--- src/rtl/mp5_pkg.sv ---
// Shared types for the MP5 stage ingress scheduler:
// packet format, phantom-map entry and request class.
package mp5_pkg;

    localparam int NUM_PIPELINES_DEF = 2;
    localparam int FIFO_SIZE_DEF     = 8;
    localparam int MAP_DEPTH_DEF     = 8;

    localparam int ID_W       = 16;
    localparam int DATA_W     = 32;
    // Map fields are sized for the largest legal configuration.
    localparam int MAP_FIFO_W = 4;
    localparam int MAP_ADDR_W = 8;

    typedef struct packed {
        logic              is_phantom;
        logic [ID_W-1:0]   id;
        logic [DATA_W-1:0] data;
    } packet_t;

    typedef struct packed {
        logic                  valid;
        logic [ID_W-1:0]       id;
        logic [MAP_FIFO_W-1:0] fifo;
        logic [MAP_ADDR_W-1:0] addr;
    } map_entry_t;

    typedef enum logic [1:0] {
        CLS_MISS    = 2'd0,
        CLS_PHANTOM = 2'd1,
        CLS_HIT     = 2'd2
    } cls_e;

endpackage

--- src/rtl/mp5_addr_map.sv ---
// Phantom-id address map: small CAM of {id, fifo, addr} entries.
// Ports: lk_* per-requester lookup (port j looks in FIFO j),
// free_* lowest free slot, inv_* per-FIFO pop address,
// stale_o entries evicted by a pop, wr_* write, fr_* free.
module mp5_addr_map
    import mp5_pkg::*;
#(
    parameter int DEPTH = 8,
    parameter int NLK   = 2,
    parameter int AW    = 3,
    localparam int IW   = $clog2(DEPTH),
    localparam int FW   = $clog2(NLK)
) (
    input  logic                     clk,
    input  logic                     rst,
    input  logic [NLK-1:0][ID_W-1:0] lk_id_i,
    output logic [NLK-1:0]           lk_hit_o,
    output logic [NLK-1:0][IW-1:0]   lk_idx_o,
    output logic [NLK-1:0][AW-1:0]   lk_addr_o,
    output logic [NLK-1:0]           id_hit_o,
    output logic [NLK-1:0][IW-1:0]   id_idx_o,
    output logic                     free_ok_o,
    output logic [IW-1:0]            free_idx_o,
    input  logic [NLK-1:0]           inv_vld_i,
    input  logic [NLK-1:0][AW-1:0]   inv_addr_i,
    output logic [DEPTH-1:0]         stale_o,
    input  logic                     wr_en_i,
    input  logic [IW-1:0]            wr_idx_i,
    input  logic [ID_W-1:0]          wr_id_i,
    input  logic [FW-1:0]            wr_fifo_i,
    input  logic [AW-1:0]            wr_addr_i,
    input  logic                     fr_en_i,
    input  logic [IW-1:0]            fr_idx_i
);

    map_entry_t [DEPTH-1:0] ent_q;
    map_entry_t [DEPTH-1:0] ent_d;

    // An entry whose address is the head being popped is stale.
    always_comb begin
        stale_o = '0;
        for (int e = 0; e < DEPTH; e++) begin
            for (int f = 0; f < NLK; f++) begin
                if (ent_q[e].valid &&
                    ent_q[e].fifo == MAP_FIFO_W'(f) &&
                    inv_vld_i[f] &&
                    ent_q[e].addr == MAP_ADDR_W'(inv_addr_i[f])) begin
                    stale_o[e] = 1'b1;
                end
            end
        end
    end

    // Descending scan so the lowest index wins.
    always_comb begin
        lk_hit_o  = '0;
        lk_idx_o  = '0;
        lk_addr_o = '0;
        id_hit_o  = '0;
        id_idx_o  = '0;
        for (int j = 0; j < NLK; j++) begin
            for (int e = DEPTH-1; e >= 0; e--) begin
                if (ent_q[e].valid && ent_q[e].id == lk_id_i[j]) begin
                    id_hit_o[j] = 1'b1;
                    id_idx_o[j] = IW'(e);
                    if (ent_q[e].fifo == MAP_FIFO_W'(j) &&
                        !stale_o[e]) begin
                        lk_hit_o[j]  = 1'b1;
                        lk_idx_o[j]  = IW'(e);
                        lk_addr_o[j] = ent_q[e].addr[AW-1:0];
                    end
                end
            end
        end
    end

    always_comb begin
        free_ok_o  = 1'b0;
        free_idx_o = '0;
        for (int e = DEPTH-1; e >= 0; e--) begin
            if (!ent_q[e].valid) begin
                free_ok_o  = 1'b1;
                free_idx_o = IW'(e);
            end
        end
    end

    // A write to an entry evicted in the same cycle wins.
    always_comb begin
        ent_d = ent_q;
        for (int e = 0; e < DEPTH; e++) begin
            if (stale_o[e]) ent_d[e].valid = 1'b0;
        end
        if (fr_en_i) ent_d[fr_idx_i].valid = 1'b0;
        if (wr_en_i) begin
            ent_d[wr_idx_i] = '{
                valid: 1'b1,
                id:    wr_id_i,
                fifo:  MAP_FIFO_W'(wr_fifo_i),
                addr:  MAP_ADDR_W'(wr_addr_i)
            };
        end
    end

    always_ff @(posedge clk or negedge rst) begin
        if (!rst) ent_q <= '0;
        else      ent_q <= ent_d;
    end

endmodule

--- src/rtl/mp5_ingress_sched.sv ---
// Ingress scheduler for one MP5 stage: RR arbitration, FIFO
// pointer/credit mirrors and phantom-id map; emits one push or
// insert per transfer one cycle later.
// Ports: in_valid/in_pkt/in_ready requesters, st_* stage command,
// st_pop stage pops, stat_* event counters.
// Counters exist only when MP5_SCHED_STATS_EN is defined.
module mp5_ingress_sched
    import mp5_pkg::*;
#(
    parameter int NUM_PIPELINES = NUM_PIPELINES_DEF,
    parameter int FIFO_SIZE     = FIFO_SIZE_DEF,
    parameter int MAP_DEPTH     = MAP_DEPTH_DEF,
    localparam int PW = $clog2(NUM_PIPELINES),
    localparam int AW = $clog2(FIFO_SIZE)
) (
    input  logic                              clk,
    input  logic                              rst,
    input  logic [NUM_PIPELINES-1:0]          in_valid,
    input  packet_t [NUM_PIPELINES-1:0]       in_pkt,
    output logic [NUM_PIPELINES-1:0]          in_ready,
    output logic                              st_push,
    output logic                              st_insert,
    output logic [PW-1:0]                     st_fifo_id,
    output logic [AW-1:0]                     st_addr,
    output packet_t                           st_pkt,
    input  logic [NUM_PIPELINES-1:0]          st_pop,
    output logic [31:0]                       stat_push,
    output logic [31:0]                       stat_insert,
    output logic [31:0]                       stat_stale
);

    localparam int N  = NUM_PIPELINES;
    localparam int CW = AW + 1;
    localparam int IW = $clog2(MAP_DEPTH);
    localparam logic [CW-1:0] FULL = CW'(FIFO_SIZE);

    logic [N-1:0][CW-1:0] head_q, head_d;
    logic [N-1:0][CW-1:0] tail_q, tail_d;
    logic [N-1:0][CW-1:0] credit_q, credit_d;
    logic [PW-1:0]        rr_q, rr_d;

    logic                 st_push_q, st_push_d;
    logic                 st_ins_q, st_ins_d;
    logic [PW-1:0]        st_fifo_q, st_fifo_d;
    logic [AW-1:0]        st_addr_q, st_addr_d;
    packet_t              st_pkt_q, st_pkt_d;

    logic [N-1:0][ID_W-1:0] lk_id;
    logic [N-1:0]           lk_hit;
    logic [N-1:0][IW-1:0]   lk_idx;
    logic [N-1:0][AW-1:0]   lk_addr;
    logic [N-1:0]           id_hit;
    logic [N-1:0][IW-1:0]   id_idx;
    logic                   free_ok;
    logic [IW-1:0]          free_idx;
    logic [N-1:0][AW-1:0]   inv_addr;
    logic [MAP_DEPTH-1:0]   stale_vec;
    logic                   wr_en;
    logic [IW-1:0]          wr_idx;
    logic                   fr_en;

    logic [N-1:0] pop_eff;
    logic [N-1:0] elig;
    cls_e         cls [N];
    logic         any;
    logic [PW-1:0] gidx;
    logic         xfer;
    logic         do_push;
    logic         do_ins;

    // Pops of an empty FIFO are protocol errors and are dropped.
    always_comb begin
        for (int f = 0; f < N; f++) begin
            pop_eff[f]  = st_pop[f] && (credit_q[f] != FULL);
            inv_addr[f] = head_q[f][AW-1:0];
            lk_id[f]    = in_pkt[f].id;
        end
    end

    always_comb begin
        elig = '0;
        for (int i = 0; i < N; i++) begin
            cls[i] = CLS_MISS;
            unique case (1'b1)
                in_pkt[i].is_phantom: begin
                    cls[i]  = CLS_PHANTOM;
                    elig[i] = (credit_q[i] != '0) &&
                              (free_ok || id_hit[i]);
                end
                !in_pkt[i].is_phantom && lk_hit[i]: begin
                    cls[i]  = CLS_HIT;
                    elig[i] = 1'b1;
                end
                !in_pkt[i].is_phantom && !lk_hit[i]: begin
                    cls[i]  = CLS_MISS;
                    elig[i] = (credit_q[i] != '0);
                end
                default: begin
                    cls[i]  = CLS_MISS;
                    elig[i] = 1'b0;
                end
            endcase
            elig[i] = elig[i] && in_valid[i];
        end
    end

    // First eligible at or after rr_q; descending scan keeps
    // the closest one.
    always_comb begin
        logic [PW-1:0] idx;
        any  = 1'b0;
        gidx = '0;
        for (int k = N-1; k >= 0; k--) begin
            idx = rr_q + PW'(k);
            if (elig[idx]) begin
                any  = 1'b1;
                gidx = idx;
            end
        end
        in_ready = '0;
        if (rst && any) in_ready[gidx] = 1'b1;
    end

    always_comb begin
        xfer    = |in_ready;
        do_ins  = xfer && (cls[gidx] == CLS_HIT);
        do_push = xfer && (cls[gidx] != CLS_HIT);
        wr_en   = xfer && (cls[gidx] == CLS_PHANTOM);
        wr_idx  = id_hit[gidx] ? id_idx[gidx] : free_idx;
        fr_en   = do_ins;

        st_push_d = do_push;
        st_ins_d  = do_ins;
        st_fifo_d = st_fifo_q;
        st_addr_d = st_addr_q;
        st_pkt_d  = st_pkt_q;
        if (xfer) begin
            st_fifo_d = gidx;
            st_addr_d = do_ins ? lk_addr[gidx]
                               : tail_q[gidx][AW-1:0];
            st_pkt_d  = in_pkt[gidx];
        end

        rr_d = xfer ? gidx + 1'b1 : rr_q;

        for (int f = 0; f < N; f++) begin
            logic pf;
            pf          = do_push && (gidx == PW'(f));
            tail_d[f]   = tail_q[f] + CW'(pf);
            head_d[f]   = head_q[f] + CW'(pop_eff[f]);
            credit_d[f] = credit_q[f] - CW'(pf)
                        + CW'(pop_eff[f]);
        end
    end

    mp5_addr_map #(
        .DEPTH (MAP_DEPTH),
        .NLK   (N),
        .AW    (AW)
    ) u_map (
        .clk        (clk),
        .rst        (rst),
        .lk_id_i    (lk_id),
        .lk_hit_o   (lk_hit),
        .lk_idx_o   (lk_idx),
        .lk_addr_o  (lk_addr),
        .id_hit_o   (id_hit),
        .id_idx_o   (id_idx),
        .free_ok_o  (free_ok),
        .free_idx_o (free_idx),
        .inv_vld_i  (pop_eff),
        .inv_addr_i (inv_addr),
        .stale_o    (stale_vec),
        .wr_en_i    (wr_en),
        .wr_idx_i   (wr_idx),
        .wr_id_i    (in_pkt[gidx].id),
        .wr_fifo_i  (gidx),
        .wr_addr_i  (tail_q[gidx][AW-1:0]),
        .fr_en_i    (fr_en),
        .fr_idx_i   (lk_idx[gidx])
    );

    always_ff @(posedge clk or negedge rst) begin
        if (!rst) begin
            head_q    <= '0;
            tail_q    <= '0;
            for (int f = 0; f < N; f++) credit_q[f] <= FULL;
            rr_q      <= '0;
            st_push_q <= 1'b0;
            st_ins_q  <= 1'b0;
            st_fifo_q <= '0;
            st_addr_q <= '0;
            st_pkt_q  <= '0;
        end else begin
            head_q    <= head_d;
            tail_q    <= tail_d;
            credit_q  <= credit_d;
            rr_q      <= rr_d;
            st_push_q <= st_push_d;
            st_ins_q  <= st_ins_d;
            st_fifo_q <= st_fifo_d;
            st_addr_q <= st_addr_d;
            st_pkt_q  <= st_pkt_d;
        end
    end

    assign st_push    = st_push_q;
    assign st_insert  = st_ins_q;
    assign st_fifo_id = st_fifo_q;
    assign st_addr    = st_addr_q;
    assign st_pkt     = st_pkt_q;

`ifdef MP5_SCHED_STATS_EN
    logic [31:0] sp_q, si_q, ss_q;
    logic [31:0] stale_n;

    always_comb begin
        stale_n = '0;
        for (int e = 0; e < MAP_DEPTH; e++) begin
            stale_n = stale_n + 32'(stale_vec[e]);
        end
    end

    always_ff @(posedge clk or negedge rst) begin
        if (!rst) begin
            sp_q <= '0;
            si_q <= '0;
            ss_q <= '0;
        end else begin
            sp_q <= sp_q + 32'(do_push);
            si_q <= si_q + 32'(do_ins);
            ss_q <= ss_q + stale_n;
        end
    end

    assign stat_push   = sp_q;
    assign stat_insert = si_q;
    assign stat_stale  = ss_q;
`else
    logic unused_stale;
    assign unused_stale = ^stale_vec;
    assign stat_push    = '0;
    assign stat_insert  = '0;
    assign stat_stale   = '0;
`endif

    for (genvar f = 0; f < N; f++) begin : g_chk
        a_pop_empty: assert property (
            @(posedge clk) disable iff (!rst)
            !(st_pop[f] && credit_q[f] == FULL));
    end

    a_cmd_excl: assert property (
        @(posedge clk) disable iff (!rst)
        !(st_push_q && st_ins_q));

endmodule

--- config.mk ---
export PLATFORM = sky130hd
export DESIGN_NAME = mp5_ingress_sched
export DESIGN_NICKNAME = d
export VERILOG_FILES = /design/src/rtl/mp5_pkg.sv /design/src/rtl/mp5_addr_map.sv /design/src/rtl/mp5_ingress_sched.sv
export SDC_FILE = /design/constraint.sdc
export NUM_CORES = 1
export LEC_CHECK = 0
export BUFFER_PORTS_ARGS = -buffer_cell sky130_fd_sc_hd__buf_2
export CELL_PAD_IN_SITES_DETAIL_PLACEMENT = 1
export CELL_PAD_IN_SITES_GLOBAL_PLACEMENT = 1
export CORE_AREA = 2 2 185 187
export CTS_BUF_LIST = sky130_fd_sc_hd__clkbuf_2
export DETAILED_ROUTE_END_ITERATION = 6
export DIE_AREA = 0 0 187 189
export GPL_ROUTABILITY_DRIVEN = 1
export HOLD_SLACK_MARGIN = 0.02
export PLACE_DENSITY_LB_ADDON = 0.05
export SKIP_CTS_REPAIR_TIMING = 1
export SLEW_MARGIN = 20
export SYNTH_ARGS = -nofsm -noshare
export SYNTH_HDL_FRONTEND = slang
export SYNTH_SLANG_ARGS = --single-unit
--- constraint.sdc ---
create_clock -name clk -period 10.8 [get_ports clk]
set_clock_uncertainty 0.2 [all_clocks]
set_input_delay 1.08 -clock clk [delete_from_list [all_inputs] [get_ports clk]]
set_output_delay 1.08 -clock clk [all_outputs]
set_load 0.01 [all_outputs]
==> summary.md, run 1 <==
| Metric | Value |
|---|---|
| Outcome | `complete, no violations` |
| Largest net degree at the start of global routing | `159` |
| Required @ worst endpoint | `9.52 ns` |
| Critical Path Max Stage Delay | `0.68 ns` |
| Post-DP HPWL | `43600 um` |
| Buf+Inv Stages, Crit Path | `3` |
| CTS clock-pin slew for the worst setup and hold paths | `0.09 ns` |
| Finish-stage setup viols | `0` |
| Final min period | `6.67 ns` |
| Pre-Repair DR Iteration Count | `5` |
| Global-route wire length before repair | `84600 um` |
| DIE AREA | `0.0353 mm^2` |
| Final antenna-violating net count | `0` |
| Setup slack at placement | `4.32 ns` |
| Setup tns final | `0 ns` |
| Post-Syn Area | `0.0165 mm^2` |
| Synth warn | `0` |
| Most frequent CP cell | `buf_4` |
| Worst Path Arrival | `5.39 ns` |
| Largest cells by area after synthesis | `dfrtp_1, xnor2_1, mux2_4, xor2_1, buf_4` |
| All-layer global routing usage | `32.3%` |
| Vias | `12600` |
| Multi-input gate area | `0.00945 mm^2` |
| FFs w/ async S/R, synth | `100%` |
| Area Growth Syn to Fin | `8.33%` |
| Leakage power | `0.00856 uW` |
| Fill cells | `3749` |
| Adder-cell area share of the yosys netlist | `1.76%` |
| FF-to-FF End | `credit_q[2]$_DFF_PN0_` |
| Clock sinks | `244` |
| Worst Hold Class | `input port to flip-flop` |
| Synth cell types | `87` |
| RSZ-0062 raised after global routing | `false` |
| Area taken by flip-flops and latches | `0.00611 mm^2` |
| CP endpoint kind | `output pin` |
| Sw power | `1470 uW` |
| Int Power | `2100 uW` |
| Drt total wl | `56900 um` |
| Most instantiated library cell after synthesis | `dfrtp_1` |
| TritonCTS clock tree | `yes` |
| Highest net fanout along the worst path | `46` |
| Die span in y | `189 um` |
| Fraction of synthesized area in multiplexers | `18.4%` |
| Slowest cell on crit path | `nor4_1` |
| EDFF count, synth | `0` |
| Dominant synthesized flop cell | `dfrtp_1` |
| Flop pwr share | `42.0%` |
| Area fraction in compound gates after synthesis | `6.87%` |
| Reg2Reg Depth | `18` |
| Final Net Count | `1830` |
| CP startpoint kind | `flip-flop` |
| Num CTS Buffers | `71` |
| Pwr dens | `200 mW/mm^2` |
| Initial antenna violation count | `4` |
| Worst Hold End | `st_pkt[29]$_DFFE_PN0P_` |
| WHS Path Cells | `3` |
| H-tree levels | `3` |
| Flop2flop setup slack | `5.35 ns` |
| Clock power share | `21.4%` |
| CTS max path bufs | `3` |
| Via/cell ratio | `5.70` |
| Ports | `257` |
| Largest family of logic cells by synthesized area | `multiplexers` |
| Drt drc | `0` |
| Seq cells post-synth | `244` |
| Yosys top cell by area | `dfrtp_1` |
| Detailed router's first-iteration violation count | `982` |
| Tightest Pin Transition | `1.11 ns` |
| GPL Wtd Cong | `0.987` |
| Final period utilization | `61.7%` |
| VDD IR max | `0.106 mV` |
| Vias in the first global route | `13000` |
| Delay-heaviest family, CP | `simple AND/OR/NAND/NOR gates` |
| Clk_lat worst skew | `0.96 ns` |
| Simple-gate share of the synthesized area | `11.2%` |
| Post-DR wirelength/cell | `25.8 um` |
| Final Worst Setup Slack | `4.13 ns` |
| Core Rows | `67` |
| WS Path Type | `flip-flop to output pin` |
| PortBufs | `160` |
| Reg2reg start | `credit_q[6]$_DFF_PN0_` |
| Total gr overflow | `0` |
| Max-slew headroom | `25.6%` |
| Initial Util | `49.5%` |
| Max frequency | `150 MHz` |
| Core area | `0.0333 mm^2` |
| Clock root cell | `clkbuf_2` |
| Cells after Synth | `1533` |
| Seq/Total Area, Yosys | `37.1%` |
| Syn Area/Cell | `10.7 um^2` |
| Min-delay src | `in_pkt[29]` |
| Combinational power share | `36.6%` |
| Max-Cap Viols | `0` |
| Top post-synthesis cells by count | `dfrtp_1, xnor2_1, xor2_1` |
| Fin. Hold Viols | `0` |
| Layout cells sized above 1 | `26.5%` |
| Switching Share | `41.3%` |
| Final Max Slew Viols | `0` |
| Top cell type's share of synthesized area | `36.8%` |
| Post-Synth XOR/XNOR Area | `16.6%` |
| Die Span X | `187 um` |
| Crit path cell chain | `xnor2_1 -> nand4_1 -> nor4_1 -> a22oi_1 -> and2_1 -> a32oi_2 -> o21ai_1 -> nor2_4 -> buf_4 -> buf_4 -> nor2_1 -> buf_2` |
==> layout make-up <==
type / count / area share, %
antenna: 5 / 0.0701
clock buffer: 96 / 2.69
clock inverter: 23 / 1.11
inverter: 31 / 0.652
multi-input combinational: 1184 / 53.0
sequential: 244 / 34.2
tap: 448 / 3.14
timing repair buffer: 172 / 5.13
==> through the flow <==
stage	cell area, um^2	cells	hold slack [ns]	total power (uW)	util [%]
after global routing	17800	2202	0.235	3780	53.6
after floorplan	16800	1628	0.234	2340	-
after CTS	17800	2197	-0.0802	3570	53.5
after global placement	17100	2078	0.249	2750	51.5
after detailed placement	17100	2078	0.261	2800	51.5
final	17800	2203	0.262	3570	53.6
==> power groups by stage <==
stage	registers [uW]	clock network, uW	logic, uW
4_1_cts	1490	784	1300
3_3_place_gp	1500	0	1250
3_5_place_dp	1510	0	1290
6_report	1500	764	1310
5_1_grt	1530	834	1420
2_1_floorplan	1380	0	956
==> worst max-delay path by stage <==
stage                                             from               endpoint  slack (ns)  cells after the start
final                     u_map.ent_q[131]$_DFFE_PN0P_            in_ready[0]        4.13                     12
after global routing      u_map.ent_q[131]$_DFFE_PN0P_            in_ready[0]        3.82                     12
after CTS                 u_map.ent_q[131]$_DFFE_PN0P_            in_ready[0]        4.19                     12
after detailed placement                    in_pkt[84]            in_ready[0]        4.32                     13
after global placement                      in_pkt[96]            in_ready[0]        4.51                     13
after floorplan                             in_pkt[41]  credit_q[2]$_DFF_PN0_        5.68                     19
==> worst min-delay path: cells and delay by family <==
| kind | cells | cell delay (ns) |
|---|---|---|
| compound gates | 1 | 0.13 |
| buf+inv | 1 | 0.08 |
| mux | 1 | 0.05 |
==> layout by cell type, fill, tap and decap left out, types with 33 or more instances in the layout <==
master / instances
dfrtp_1: 242
xnor2_1: 175
buf_2: 159
xor2_1: 137
conb_1: 96
clkbuf_2: 96
nand2_1: 94
mux2_4: 91
o21ai_0: 68
mux2_2: 66
nor2_1: 54
nand4_1: 46
mux2_1: 44
mux2i_1: 37
nor4_1: 33
==> state kept, by name (all words and copies together) (netlist names) <==
register / flops
u_map.ent_q: 168
st_pkt: 49
credit_q: 8
head_q: 6
tail_q: 6
st_addr: 3
rr_q: 1
st_fifo_id: 1
st_insert: 1
st_push: 1
==> logic make-up (layout without fill, tap and decap cells) <==
kind of cell               Yosys count  after routing
other                                1            101
AOI/OAI and AO/OA                  162            162
muxes                              241            241
adders and majority gates           22             22
and+or+nand+nor                    351            351
buffers and inverters              200            322
DFF                                244            244
xor gates and xnor gates           312            312
==> routing by layer <==
| layer | vias up | global-route usage, % | share of wire (%) |
|---|---|---|---|
| met1 | 6339 | 45.8 | 45 |
| met3 | 100 | 9.06 | 9.3 |
| met5 | - | 0 | 0 |
| met2 | 576 | 48.0 | 43 |
| li1 | 5540 | - | - |
| met4 | 0 | 9.89 | 2.8 |
No activity file was read; power rests on OpenSTA's default activity.
==> run 2: changes to the inputs <==
Settings changed: CORE_AREA 2 2 185 187 to 2 2 191 193, DIE_AREA 0 0 187 189 to 0 0 193 195.
Clock period 10.8 ns to 6.65 ns, I/O delays scaled along.
==> run 2 against run 1 <==
  * Sequential share of layout area decreased by 1.3 points
  * Combinational power increased by 70%
  * Cell area increased by 3.9%
  * Flip-flop and latch count unchanged
  * Count of clock-buffer cells in the layout increased by 14
  * Final cell count increased by 4.3%
  * Critical path type unchanged
==> summary.md, run 2 (synthesis gave the netlist of run 1 again) <==
| Metric | Value |
|---|---|
| Drt drc | `0 (unchanged)` |
| Layout cells sized above 1 | `26.1% (-0.33 points)` |
| Reg with most FFs | `u_map.ent_q` |
| Pre-Repair DR Iteration Count | `5 (unchanged)` |
| Layout Cells excl Fill | `2298 (+4.3%)` |
| Hold slack | `0.176 ns (-0.0855 ns)` |
| Global-route wire length before repair | `86100 um (+1.8%)` |
| Vias | `13100 (+4.0%)` |
| Max frequency | `162 MHz` |
| Critical Path Max Stage Delay | `1.00 ns (+0.32 ns)` |
| Clock sinks | `244 (unchanged)` |
| Flop2flop setup slack | `1.08 ns (-4.27 ns)` |
| Fin. Hold Viols | `0 (unchanged)` |
| Final period utilization | `92.9%` |
| Worst Path Arrival | `5.31 ns (-0.08 ns)` |
| Grt met1 use | `48.3% (+2.5 points)` |
| TritonCTS clock tree | `yes` |
| CTS max path bufs | `3 (unchanged)` |
| Core Rows | `69 (+3.0%)` |
| Reg2Reg Depth | `12 (-6)` |
| H-tree levels | `3 (unchanged)` |
| Worst Hold End | `st_fifo_id$_DFFE_PN0P_` |
| WHS Path Cells | `4 (+1)` |
| WS Path Type | `flip-flop to output pin` |
| Final min period | `6.18 ns` |
| Area Growth Syn to Fin | `12.6%` |
| CTS clock-pin slew for the worst setup and hold paths | `0.09 ns (about the same)` |
| Tightest Pin Transition | `1.21 ns (+0.105 ns)` |
| Initial Util | `46.5% (-3.0 points)` |
| Largest net degree at the start of global routing | `151 (-5.0%)` |
| Worst Hold Class | `input port to flip-flop` |
| Required @ worst endpoint | `5.78 ns (-3.74 ns)` |
| Final Max Slew Viols | `0 (unchanged)` |
| Core area | `0.0354 mm^2 (+6.4%)` |
| Reg2reg start | `u_map.ent_q[131]$_DFFE_PN0P_` |
| Highest net fanout along the worst path | `54 (+17%)` |
| Setup tns final | `0 ns (unchanged)` |
| Max-slew headroom | `18.8% (-6.8 points)` |
| Min-delay src | `in_valid[1]` |
| Delay-heaviest family, CP | `simple AND/OR/NAND/NOR gates` |
| M3 GR Usage | `6.09% (-3.0 points)` |
| Leakage power | `0.00889 uW (+3.8%)` |
| Max FFs per register | `168 (unchanged)` |
| Crit path cell chain | `xnor2_1 -> nand4_1 -> nor4_1 -> a22oi_1 -> and2_1 -> a32oi_2 -> o21ai_1 -> nor2_4 -> buf_4 -> nor2_1 -> buf_2` |
| DIE AREA | `0.0376 mm^2 (+6.5%)` |
| M2 GR Usage | `44.8% (-3.2 points)` |
| Most frequent cells in the layout | `dfrtp_1, xnor2_1, buf_2` |
| Post-DR wirelength/cell | `26.6 um (+3.1%)` |
| Buf+Inv Stages, Crit Path | `2 (-1)` |
| PortBufs | `160 (unchanged)` |
| Drt total wl | `61100 um (+7.5%)` |
| Final Net Count | `1903 (+4.0%)` |
| CP startpoint kind | `flip-flop` |
| Placed insts | `2096 (+0.87%)` |
| RSZ-0062 raised after global routing | `false` |
| Slowest cell on crit path | `nor4_1` |
| Total gr overflow | `0 (unchanged)` |
| Clk_lat worst skew | `1.02 ns (+0.06 ns)` |
| FF-to-FF End | `st_pkt[9]$_DFFE_PN0P_` |
| Via/cell ratio | `5.68 (-0.26%)` |
| Final antenna-violating net count | `0 (unchanged)` |
| All-layer global routing usage | `31.3% (-1.0 points)` |
| Vias in the first global route | `12900 (-0.93%)` |
| Initial antenna violation count | `3 (-1)` |
| Finish-stage setup viols | `0 (unchanged)` |
| Outcome | `complete, no violations` |
| Num CTS Buffers | `72 (+1.4%)` |
| GPL Wtd Cong | `0.944 (-4.3%)` |
| Die Span X | `193 um (+3.2%)` |
| Ports | `257 (unchanged)` |
| Post-DP HPWL | `43500 um (-0.18%)` |
| Pwr dens | `314 mW/mm^2 (+57%)` |
| Max-Cap Viols | `0 (unchanged)` |
| Die span in y | `195 um (+3.2%)` |
| Detailed router's first-iteration violation count | `948 (-3.5%)` |
| CP endpoint kind | `output pin` |
| Gr busiest metal | `met1` |
| Clock root cell | `clkbuf_2` |
| VDD IR max | `0.174 mV (+64%)` |
| Commonest non-fill, non-tap cell in the layout | `dfrtp_1` |
## run 2: changes by cell type in the layout (fill, tap and decap cells not counted), sizes merged
| cell | previous run | this run |
|---|---|---|
| diode | 5 | 4 |
| bufinv | 4 | 1 |
| inv | 32 | 33 |
| dlygate4sd3 | 1 | 67 |
| clkbuf | 96 | 110 |
| clkinv | 18 | 17 |
| buf | 171 | 177 |
## run 2: how the worst max path moves through the flow
stage | from | endpoint | slack, ns | cells past startpoint
floorplan | in_pkt[41] | credit_q[2]$_DFF_PN0_ | 1.94 | 19
finish | u_map.ent_q[131]$_DFFE_PN0P_ | in_ready[0] | 0.47 | 11
detailed placement | in_pkt[86] | u_map.ent_q[22]$_DFFE_PN0P_ | 0.91 | 13
global route | u_map.ent_q[131]$_DFFE_PN0P_ | in_ready[0] | 0.33 | 11
global placement | in_pkt[86] | u_map.ent_q[17]$_DFFE_PN0P_ | 0.98 | 13
CTS | u_map.ent_q[129]$_DFFE_PN0P_ | in_ready[0] | 0.56 | 11
## run 2: tightest hold or removal path, stage by stage
cell and delay [ns]:
buf_2 0.13, o21a_2 0.18, nand3_2 0.19, nand2_1 0.07
## run 2: final cells by class
cell class              count  area, um^2
diodes                      4        10.0
clock buffers             110         551
clock inverters            20         103
fillers                  4026       16900
inverters                  31         116
multi-input cells        1184        9450
flip-flops and latches    244        6110
well taps                 461         577
repair buffers            244        1630
## run 2: power by group
part | total [uW] | internal (uW) | switching (uW)
Combinational | 2230 | 1040 | 1190
Clock | 1190 | 476 | 713
Sequential | 2400 | 1880 | 518
## run 2: per-layer routing
| layer | up-vias | part of all wire (%) |
|---|---|---|
| met5 | - | 0 |
| met1 | 6728 | 48 |
| met3 | 86 | 6.4 |
| met4 | 0 | 2.3 |
| li1 | 5697 | - |
| met2 | 552 | 43 |
## run 2: per-stage QoR
stage	worst slack [ns]	total power, uW	utilization, %	cell area [um^2]
CTS	0.565	5740	50.4	17800
floorplan	1.94	3800	-	16800
global route	0.330	6160	52.4	18500
detailed placement	0.908	4530	48.6	17200
global placement	0.982	4470	48.6	17200
finish	0.475	5820	52.4	18500
